<file path="config.mk">
export PLATFORM = sky130hd
export DESIGN_NAME = instr_encoder_flat
export DESIGN_NICKNAME = d
export VERILOG_FILES = /design/src/rtl/instr_encoder_if.sv /design/src/rtl/instr_encoder.sv /design/src/flat_wrapper.sv
export SDC_FILE = /design/constraint.sdc
export NUM_CORES = 1
export LEC_CHECK = 0
export ABC_CLOCK_PERIOD_IN_PS = 4720
export CAP_MARGIN = 10
export CORE_MARGIN = 4
export CORE_UTILIZATION = 40
export CTS_CLUSTER_DIAMETER = 200
export DETAILED_ROUTE_END_ITERATION = 16
export DONT_BUFFER_PORTS = 1
export SETUP_SLACK_MARGIN = 0.02
export SYNTH_ARGS = -nofsm -noshare
export SYNTH_HDL_FRONTEND = slang
export SYNTH_SLANG_ARGS = --single-unit
</file>
<file path="constraint.sdc">
create_clock -name i_clk -period 4.72 [get_ports i_clk]
set_clock_uncertainty 0.2 [all_clocks]
set_input_delay 1.18 -clock i_clk [delete_from_list [all_inputs] [get_ports i_clk]]
set_output_delay 1.18 -clock i_clk [all_outputs]
set_load 0.01 [all_outputs]
</file>
<file path="src/rtl/instr_encoder_if.sv">
// MIPS encoding constants plus the encoder's bus bundle: instruction field
// handshake in, instruction-memory write port out.
package mips_pkg;
    typedef enum logic [3:0] {
        NEM_ADD   = 4'd0,
        NEM_SUB   = 4'd1,
        NEM_AND   = 4'd2,
        NEM_OR    = 4'd3,
        NEM_XOR   = 4'd4,
        NEM_SLT   = 4'd5,
        NEM_ADDI  = 4'd6,
        NEM_ADDIU = 4'd7,
        NEM_LW    = 4'd8,
        NEM_SW    = 4'd9,
        NEM_BEQ   = 4'd10,
        NEM_JUMP  = 4'd11,
        NEM_ABS   = 4'd12,
        NEM_ZERO  = 4'd13
    } t_instr_pnmen;

    localparam logic [5:0] OP_ZERO  = 6'h00;
    localparam logic [5:0] OP_JUMP  = 6'h02;
    localparam logic [5:0] OP_BEQ   = 6'h04;
    localparam logic [5:0] OP_ADDI  = 6'h08;
    localparam logic [5:0] OP_ADDIU = 6'h09;
    localparam logic [5:0] OP_ABS   = 6'h1F;
    localparam logic [5:0] OP_LW    = 6'h23;
    localparam logic [5:0] OP_SW    = 6'h2B;

    localparam logic [5:0] FN_ADD = 6'h20;
    localparam logic [5:0] FN_SUB = 6'h22;
    localparam logic [5:0] FN_AND = 6'h24;
    localparam logic [5:0] FN_OR  = 6'h25;
    localparam logic [5:0] FN_XOR = 6'h26;
    localparam logic [5:0] FN_SLT = 6'h2A;
endpackage

interface instr_encoder_if #(
    parameter int ADDR_W = 8
) ();
    logic                    in_valid;
    logic                    in_ready;
    mips_pkg::t_instr_pnmen  in_nem;
    logic [4:0]              in_rs;
    logic [4:0]              in_rt;
    logic [4:0]              in_rd;
    logic [15:0]             in_imm;
    logic [25:0]             in_target;
    logic                    in_last;
    logic                    imem_we;
    logic                    imem_ready;
    logic [ADDR_W-1:0]       imem_addr;
    logic [31:0]             imem_wdata;

    modport slave (
        input  in_valid, in_nem, in_rs, in_rt, in_rd, in_imm, in_target, in_last,
        output in_ready,
        output imem_we, imem_addr, imem_wdata,
        input  imem_ready
    );

    modport master (
        output in_valid, in_nem, in_rs, in_rt, in_rd, in_imm, in_target, in_last,
        input  in_ready,
        input  imem_we, imem_addr, imem_wdata,
        output imem_ready
    );
endinterface

</file>
<file path="src/rtl/instr_encoder.sv">
// Packs MIPS instruction fields into 32-bit words, buffers them in a small FIFO
// and streams them to instruction memory at consecutive word addresses.
module instr_encoder
    import mips_pkg::*;
#(
    parameter int DEPTH  = 4,
    parameter int ADDR_W = 8
) (
    input  logic              i_clk,
    input  logic              i_rst,
    input  logic              i_cfg_load,
    input  logic [ADDR_W-1:0] i_cfg_base,
    instr_encoder_if.slave    bus,
    output logic              o_done,
    output logic              o_err,
    output logic [ADDR_W-1:0] o_count
);
    localparam int PW = $clog2(DEPTH);
    localparam int CW = PW + 1;

    typedef enum logic [1:0] {
        S_IDLE  = 2'd0,
        S_RUN   = 2'd1,
        S_DRAIN = 2'd2,
        S_DONE  = 2'd3
    } t_state;

    t_state            r_state;
    t_state            w_next;
    logic [31:0]       r_mem [DEPTH];
    logic [PW-1:0]     r_wr_ptr;
    logic [PW-1:0]     r_rd_ptr;
    logic [CW-1:0]     r_fill;
    logic              r_we;
    logic [31:0]       r_wdata;
    logic [ADDR_W-1:0] r_addr;
    logic [ADDR_W-1:0] r_count;
    logic              r_err;

    logic [32:0]       w_enc;
    logic [CW-1:0]     w_occ;
    logic              w_in_ready;
    logic              w_accept;
    logic              w_push;
    logic              w_xfer;
    logic              w_pop;
    logic              w_fifo_empty;

    // Bit 32 flags a supported mnemonic; unsupported ones yield no word.
    function automatic logic [32:0] f_encode(
        input t_instr_pnmen nem,
        input logic [4:0]   rs,
        input logic [4:0]   rt,
        input logic [4:0]   rd,
        input logic [15:0]  imm,
        input logic [25:0]  tgt
    );
        logic [32:0] res;
        res = {1'b0, 32'h0000_0000};
        case (nem)
            NEM_ADD:   res = {1'b1, OP_ZERO, rs, rt, rd, 5'd0, FN_ADD};
            NEM_SUB:   res = {1'b1, OP_ZERO, rs, rt, rd, 5'd0, FN_SUB};
            NEM_AND:   res = {1'b1, OP_ZERO, rs, rt, rd, 5'd0, FN_AND};
            NEM_OR:    res = {1'b1, OP_ZERO, rs, rt, rd, 5'd0, FN_OR};
            NEM_XOR:   res = {1'b1, OP_ZERO, rs, rt, rd, 5'd0, FN_XOR};
            NEM_SLT:   res = {1'b1, OP_ZERO, rs, rt, rd, 5'd0, FN_SLT};
            NEM_ADDI:  res = {1'b1, OP_ADDI, rs, rt, imm};
            NEM_ADDIU: res = {1'b1, OP_ADDIU, rs, rt, imm};
            NEM_LW:    res = {1'b1, OP_LW, rs, rt, imm};
            NEM_SW:    res = {1'b1, OP_SW, rs, rt, imm};
            NEM_BEQ:   res = {1'b1, OP_BEQ, rs, rt, imm};
            NEM_JUMP:  res = {1'b1, OP_JUMP, tgt};
            // ABS writes rt because the decoder drives RegDst=0 for it.
            NEM_ABS:   res = {1'b1, OP_ABS, rs, rt, 16'h0000};
            NEM_ZERO:  res = {1'b1, 32'h0000_0000};
            default:   res = {1'b0, 32'h0000_0000};
        endcase
        return res;
    endfunction

    // The output register counts toward capacity so that at most DEPTH words are in flight.
    assign w_occ        = r_fill + CW'(r_we);
    assign w_in_ready   = (r_state == S_RUN) && (w_occ < CW'(DEPTH));
    assign w_accept     = bus.in_valid && w_in_ready;
    assign w_enc        = f_encode(bus.in_nem, bus.in_rs, bus.in_rt, bus.in_rd,
                                   bus.in_imm, bus.in_target);
    assign w_push       = w_accept && w_enc[32];
    assign w_xfer       = r_we && bus.imem_ready;
    assign w_fifo_empty = (r_fill == CW'(0));
    assign w_pop        = !w_fifo_empty && (!r_we || w_xfer);

    // State register.
    always_ff @(posedge i_clk) begin
        if (i_rst) begin
            r_state <= S_IDLE;
        end else begin
            r_state <= w_next;
        end
    end

    // Next-state logic; DRAIN exits on the cycle of the final transfer.
    always_comb begin
        w_next = r_state;
        case (r_state)
            S_IDLE: begin
                if (i_cfg_load) w_next = S_RUN;
                else            w_next = S_IDLE;
            end
            S_RUN: begin
                if (w_accept && bus.in_last) w_next = S_DRAIN;
                else                         w_next = S_RUN;
            end
            S_DRAIN: begin
                if (w_fifo_empty && (!r_we || w_xfer)) w_next = S_DONE;
                else                                   w_next = S_DRAIN;
            end
            S_DONE:  w_next = S_IDLE;
            default: w_next = S_IDLE;
        endcase
    end

    // FIFO storage; contents are don't-care while the pointers say empty.
    always_ff @(posedge i_clk) begin
        if (w_push) begin
            r_mem[r_wr_ptr] <= w_enc[31:0];
        end
    end

    // FIFO pointers, output stage, address/count and sticky error.
    always_ff @(posedge i_clk) begin
        if (i_rst) begin
            r_wr_ptr <= '0;
            r_rd_ptr <= '0;
            r_fill   <= '0;
            r_we     <= 1'b0;
            r_wdata  <= 32'h0000_0000;
            r_addr   <= '0;
            r_count  <= '0;
            r_err    <= 1'b0;
        end else begin
            if (w_push) r_wr_ptr <= r_wr_ptr + PW'(1);
            if (w_pop)  r_rd_ptr <= r_rd_ptr + PW'(1);
            r_fill <= r_fill + CW'(w_push) - CW'(w_pop);

            if (w_pop) begin
                r_we    <= 1'b1;
                r_wdata <= r_mem[r_rd_ptr];
            end else if (w_xfer) begin
                r_we    <= 1'b0;
            end

            if ((r_state == S_IDLE) && i_cfg_load) begin
                r_addr  <= i_cfg_base;
                r_count <= '0;
            end else if (w_xfer) begin
                r_addr  <= r_addr + ADDR_W'(1);
                r_count <= r_count + ADDR_W'(1);
            end

            if ((r_state == S_IDLE) && i_cfg_load) begin
                r_err <= 1'b0;
            end else if (w_accept && !w_enc[32]) begin
                r_err <= 1'b1;
            end
        end
    end

    assign bus.in_ready   = w_in_ready;
    assign bus.imem_we    = r_we;
    assign bus.imem_addr  = r_addr;
    assign bus.imem_wdata = r_wdata;
    assign o_done         = (r_state == S_DONE);
    assign o_err          = r_err;
    assign o_count        = r_count;
endmodule

</file>
<file path="src/flat_wrapper.sv">
// flat-port wrapper written by rule: the top's interface ports become plain ports
module instr_encoder_flat import mips_pkg::*;
#(
    parameter int DEPTH  = 4,
    parameter int ADDR_W = 8
)
  (i_clk, i_rst, i_cfg_load, i_cfg_base, o_done, o_err, o_count, bus_in_valid, bus_in_nem, bus_in_rs, bus_in_rt, bus_in_rd, bus_in_imm, bus_in_target, bus_in_last, bus_in_ready, bus_imem_we, bus_imem_addr, bus_imem_wdata, bus_imem_ready);
  instr_encoder_if #(.ADDR_W(ADDR_W)) bus_i ();
  input  logic i_clk;
  input  logic i_rst;
  input  logic i_cfg_load;
  input  logic [ADDR_W-1:0] i_cfg_base;
  output logic o_done;
  output logic o_err;
  output logic [ADDR_W-1:0] o_count;
  input wire logic [$bits(bus_i.in_valid)-1:0] bus_in_valid;
  input wire logic [$bits(bus_i.in_nem)-1:0] bus_in_nem;
  input wire logic [$bits(bus_i.in_rs)-1:0] bus_in_rs;
  input wire logic [$bits(bus_i.in_rt)-1:0] bus_in_rt;
  input wire logic [$bits(bus_i.in_rd)-1:0] bus_in_rd;
  input wire logic [$bits(bus_i.in_imm)-1:0] bus_in_imm;
  input wire logic [$bits(bus_i.in_target)-1:0] bus_in_target;
  input wire logic [$bits(bus_i.in_last)-1:0] bus_in_last;
  output wire logic [$bits(bus_i.in_ready)-1:0] bus_in_ready;
  output wire logic [$bits(bus_i.imem_we)-1:0] bus_imem_we;
  output wire logic [$bits(bus_i.imem_addr)-1:0] bus_imem_addr;
  output wire logic [$bits(bus_i.imem_wdata)-1:0] bus_imem_wdata;
  input wire logic [$bits(bus_i.imem_ready)-1:0] bus_imem_ready;
  assign bus_i.in_valid = bus_in_valid;
  assign bus_i.in_nem = bus_in_nem;
  assign bus_i.in_rs = bus_in_rs;
  assign bus_i.in_rt = bus_in_rt;
  assign bus_i.in_rd = bus_in_rd;
  assign bus_i.in_imm = bus_in_imm;
  assign bus_i.in_target = bus_in_target;
  assign bus_i.in_last = bus_in_last;
  assign bus_in_ready = bus_i.in_ready;
  assign bus_imem_we = bus_i.imem_we;
  assign bus_imem_addr = bus_i.imem_addr;
  assign bus_imem_wdata = bus_i.imem_wdata;
  assign bus_i.imem_ready = bus_imem_ready;
  instr_encoder #(.DEPTH(DEPTH), .ADDR_W(ADDR_W)) u_core (.i_clk(i_clk), .i_rst(i_rst), .i_cfg_load(i_cfg_load), .i_cfg_base(i_cfg_base), .bus(bus_i), .o_done(o_done), .o_err(o_err), .o_count(o_count));
endmodule
</file>
==> flow_summary.toml <==
[detailed_routing]
wl_per_cell_um = 20.1
wl_um = 15700
drc = 0
vias = 4353
drt.antenna.violating_nets = 0
drt_iter0_drc = 317
first_pass_iters = 5
vias_per_cell = 5.58

[die]
io_pins = 127
initial_core_util_pct = 40.7
rows = 50
die_h_um = 146
die_w_um = 146
core_um2 = 18700
die_area_um2 = 21300

[timing]
hold_viol = 0
slew-limit-headroom_pct = 37.5
period_needed_ns = 2.91
setup_viol = 0
period_share_pct = 61.7
tightestPinTransition_ns = 0.937
slew_viol_final = 0
tns_ns = 0
rsz0062_at_grt = "false"
fmax_mhz = 344

[finish]
final_core_util_pct = 44.5
multi_input_area_um2 = 2380
n_fill_cell = 1684
final_cell_mix = "edfxtp_1, nand2_1, dfxtp_1, a21oi_1, mux4_2"
drive_above_1_share_pct = 13.7
seqCellArea_um2 = 5030
area_growth_syn_to_layout_pct = 9.41
layout_commonest_cell = "edfxtp_1"
antennaDiodeCount = 0
fin_area_um2 = 8320
nets = 617

[place]
place_hpwl_um = 10000
place.gp.congestion = 0.782
io_buffers = 0
dpl_cell_area_um2 = 7780

[synthesis]
synth-edff-count = 128
synthCells = 541
synth_seq_area_share_pct = 66.1
syn_area_um2 = 7610
syn_area_per_cell_um2 = 14.1
yosys.area.top_type_share_pct = 50.5
synthFlopType = "edfxtp_1"
synth_cell_type_count = 47
netlist_top_cells_area = "edfxtp_1, dfxtp_1, mux4_2"
syn-num-nets = 625
yosysWarningCount = 0
yosysTopAreaCell = "edfxtp_1"
ys_seq_elements = 187
ys_async_sr_fraction_pct = 0

[worst_setup_path]
crit_type = "register to primary output"
arrival_ns = 1.53
crit_path_max_fanout = 9
start_kind = "register"
crit_path_max_incr_delay_ns = 0.51
slowest_stage = "dfxtp_1"
cp-end-kind = "primary output"
crit_chain = "and4_1, o21ai_2, nor2_1"
cp.required_ns = 3.34

[global_route]
grt_max_degree = 55
antenna_found_initial = 0
grt_overflow = 0
grt_pass1_vias = 4471
grt_pass1_wl_um = 24800
grt_use_total_pct = 15.2

[cts]
path_clk_slew_ns = 0.06
clockBufferDepth = 2
cts_sinks = 187
cts_max_level = 4
post_cts_buffers = 0
cts.root.buffer_cell = "clkbuf_16"
hold_buffers = 0
cts_buffers = 17
clock_latency_ns = 0.42
cts_tree = "done"
cts_resized = 0

[pwr]
ir_drop_v = 0.000240
pwr_density_cell_nw_per_um2 = 515
p_leak_nw = 2.79

[worst_hold_path]
hold_class = "register to register"

[job]
drv_cap = 0

[outcome]
outcome = "completed"
cells in the mapped netlist, types with 5 or more instances:
master / count
a211oi_1: 7
a21oi_1: 40
a222oi_1: 5
a22o_1: 18
and2_1: 6
buf_2: 14
buf_4: 7
clkbuf_1: 9
dfxtp_1: 59
edfxtp_1: 128
ha_1: 8
inv_1: 13
mux4_2: 32
nand2_1: 80
nand2b_1: 7
nand3_1: 5
nand4_1: 7
nor2_1: 31
nor2b_1: 6
o21ai_0: 6
xnor2_1: 6
xor2_1: 14
cell families after synthesis:
kind of cell    after synthesis  share of synthesized area, %
flops                       187                          66.1
simple gates                155                          9.34
compound gates               89                          7.90
buf+inv                      45                          2.80
mux                          36                          10.0
xor+xnor                     20                          2.30
fa+ha+maj                     9                          1.58
per-layer routing:
layer	share of wire [%]	vias to the layer above	track usage (%)
li1	-	2004	-
met3	8.0	19	5.33
met4	1.5	0	4.99
met5	0	-	0
met1	42	2180	19.1
met2	48	150	24.5
report_power, final:
| group | internal (mW) | switching (mW) |
|---|---|---|
| combinational | 0.367 | 0.452 |
| clock | 0.724 | 0.576 |
| sequential | 1.93 | 0.233 |
final cells by class:
cell class	count	share of cell area [%]
multi-input cells	309	28.6
repair buffers	4	0.361
clock buffers	25	5.83
clock inverters	7	0.692
well taps	234	3.52
inverters	14	0.631
flip-flops and latches	187	60.4
critical path: cells and delay by family, from the launching register on:
family | cells | cell delay (ns)
flops | 1 | 0.51
simple gates | 2 | 0.49
compound gates | 1 | 0.12
state kept, by name, indices dropped and copies added (netlist names), named ones only:
register / cells
u_core.r_rd_ptr: 2
u_core.bus.imem_wdata: 32
u_core.bus.imem_we: 1
u_core.o_err: 1
u_core.r_mem: 128
u_core.r_wr_ptr: 2
u_core.r_state: 1
u_core.bus.imem_addr: 8
u_core.o_count: 8
u_core.r_fill: 3
through the flow:
step	hold WS (ns)	power, mW	cells	worst slack, ns
finish	0.296	4.28	780	1.81
global route	0.311	4.54	780	1.71
CTS	0.302	4.34	780	1.78
detailed placement	0.290	3.04	748	1.45
global placement	0.290	3.02	748	1.46
floorplan	0.281	2.83	541	1.35
path summary, 6_finish.rpt:
check / end / slack, ns / depth (start not counted) / startpoint
setup / recovery: bus_in_ready / 1.81 / 3 / u_core.bus.imem_we
hold / removal: u_core.bus.imem_wdata[11] / 0.30 / 2 / u_core.bus.imem_wdata[11]
setup reg to reg: u_core.r_mem[2][9] / 2.10 / 4 / u_core.bus.imem_we
hold reg to reg: u_core.bus.imem_wdata[11] / 0.30 / 2 / u_core.bus.imem_wdata[11]
Power figures use the tool's default switching activity.
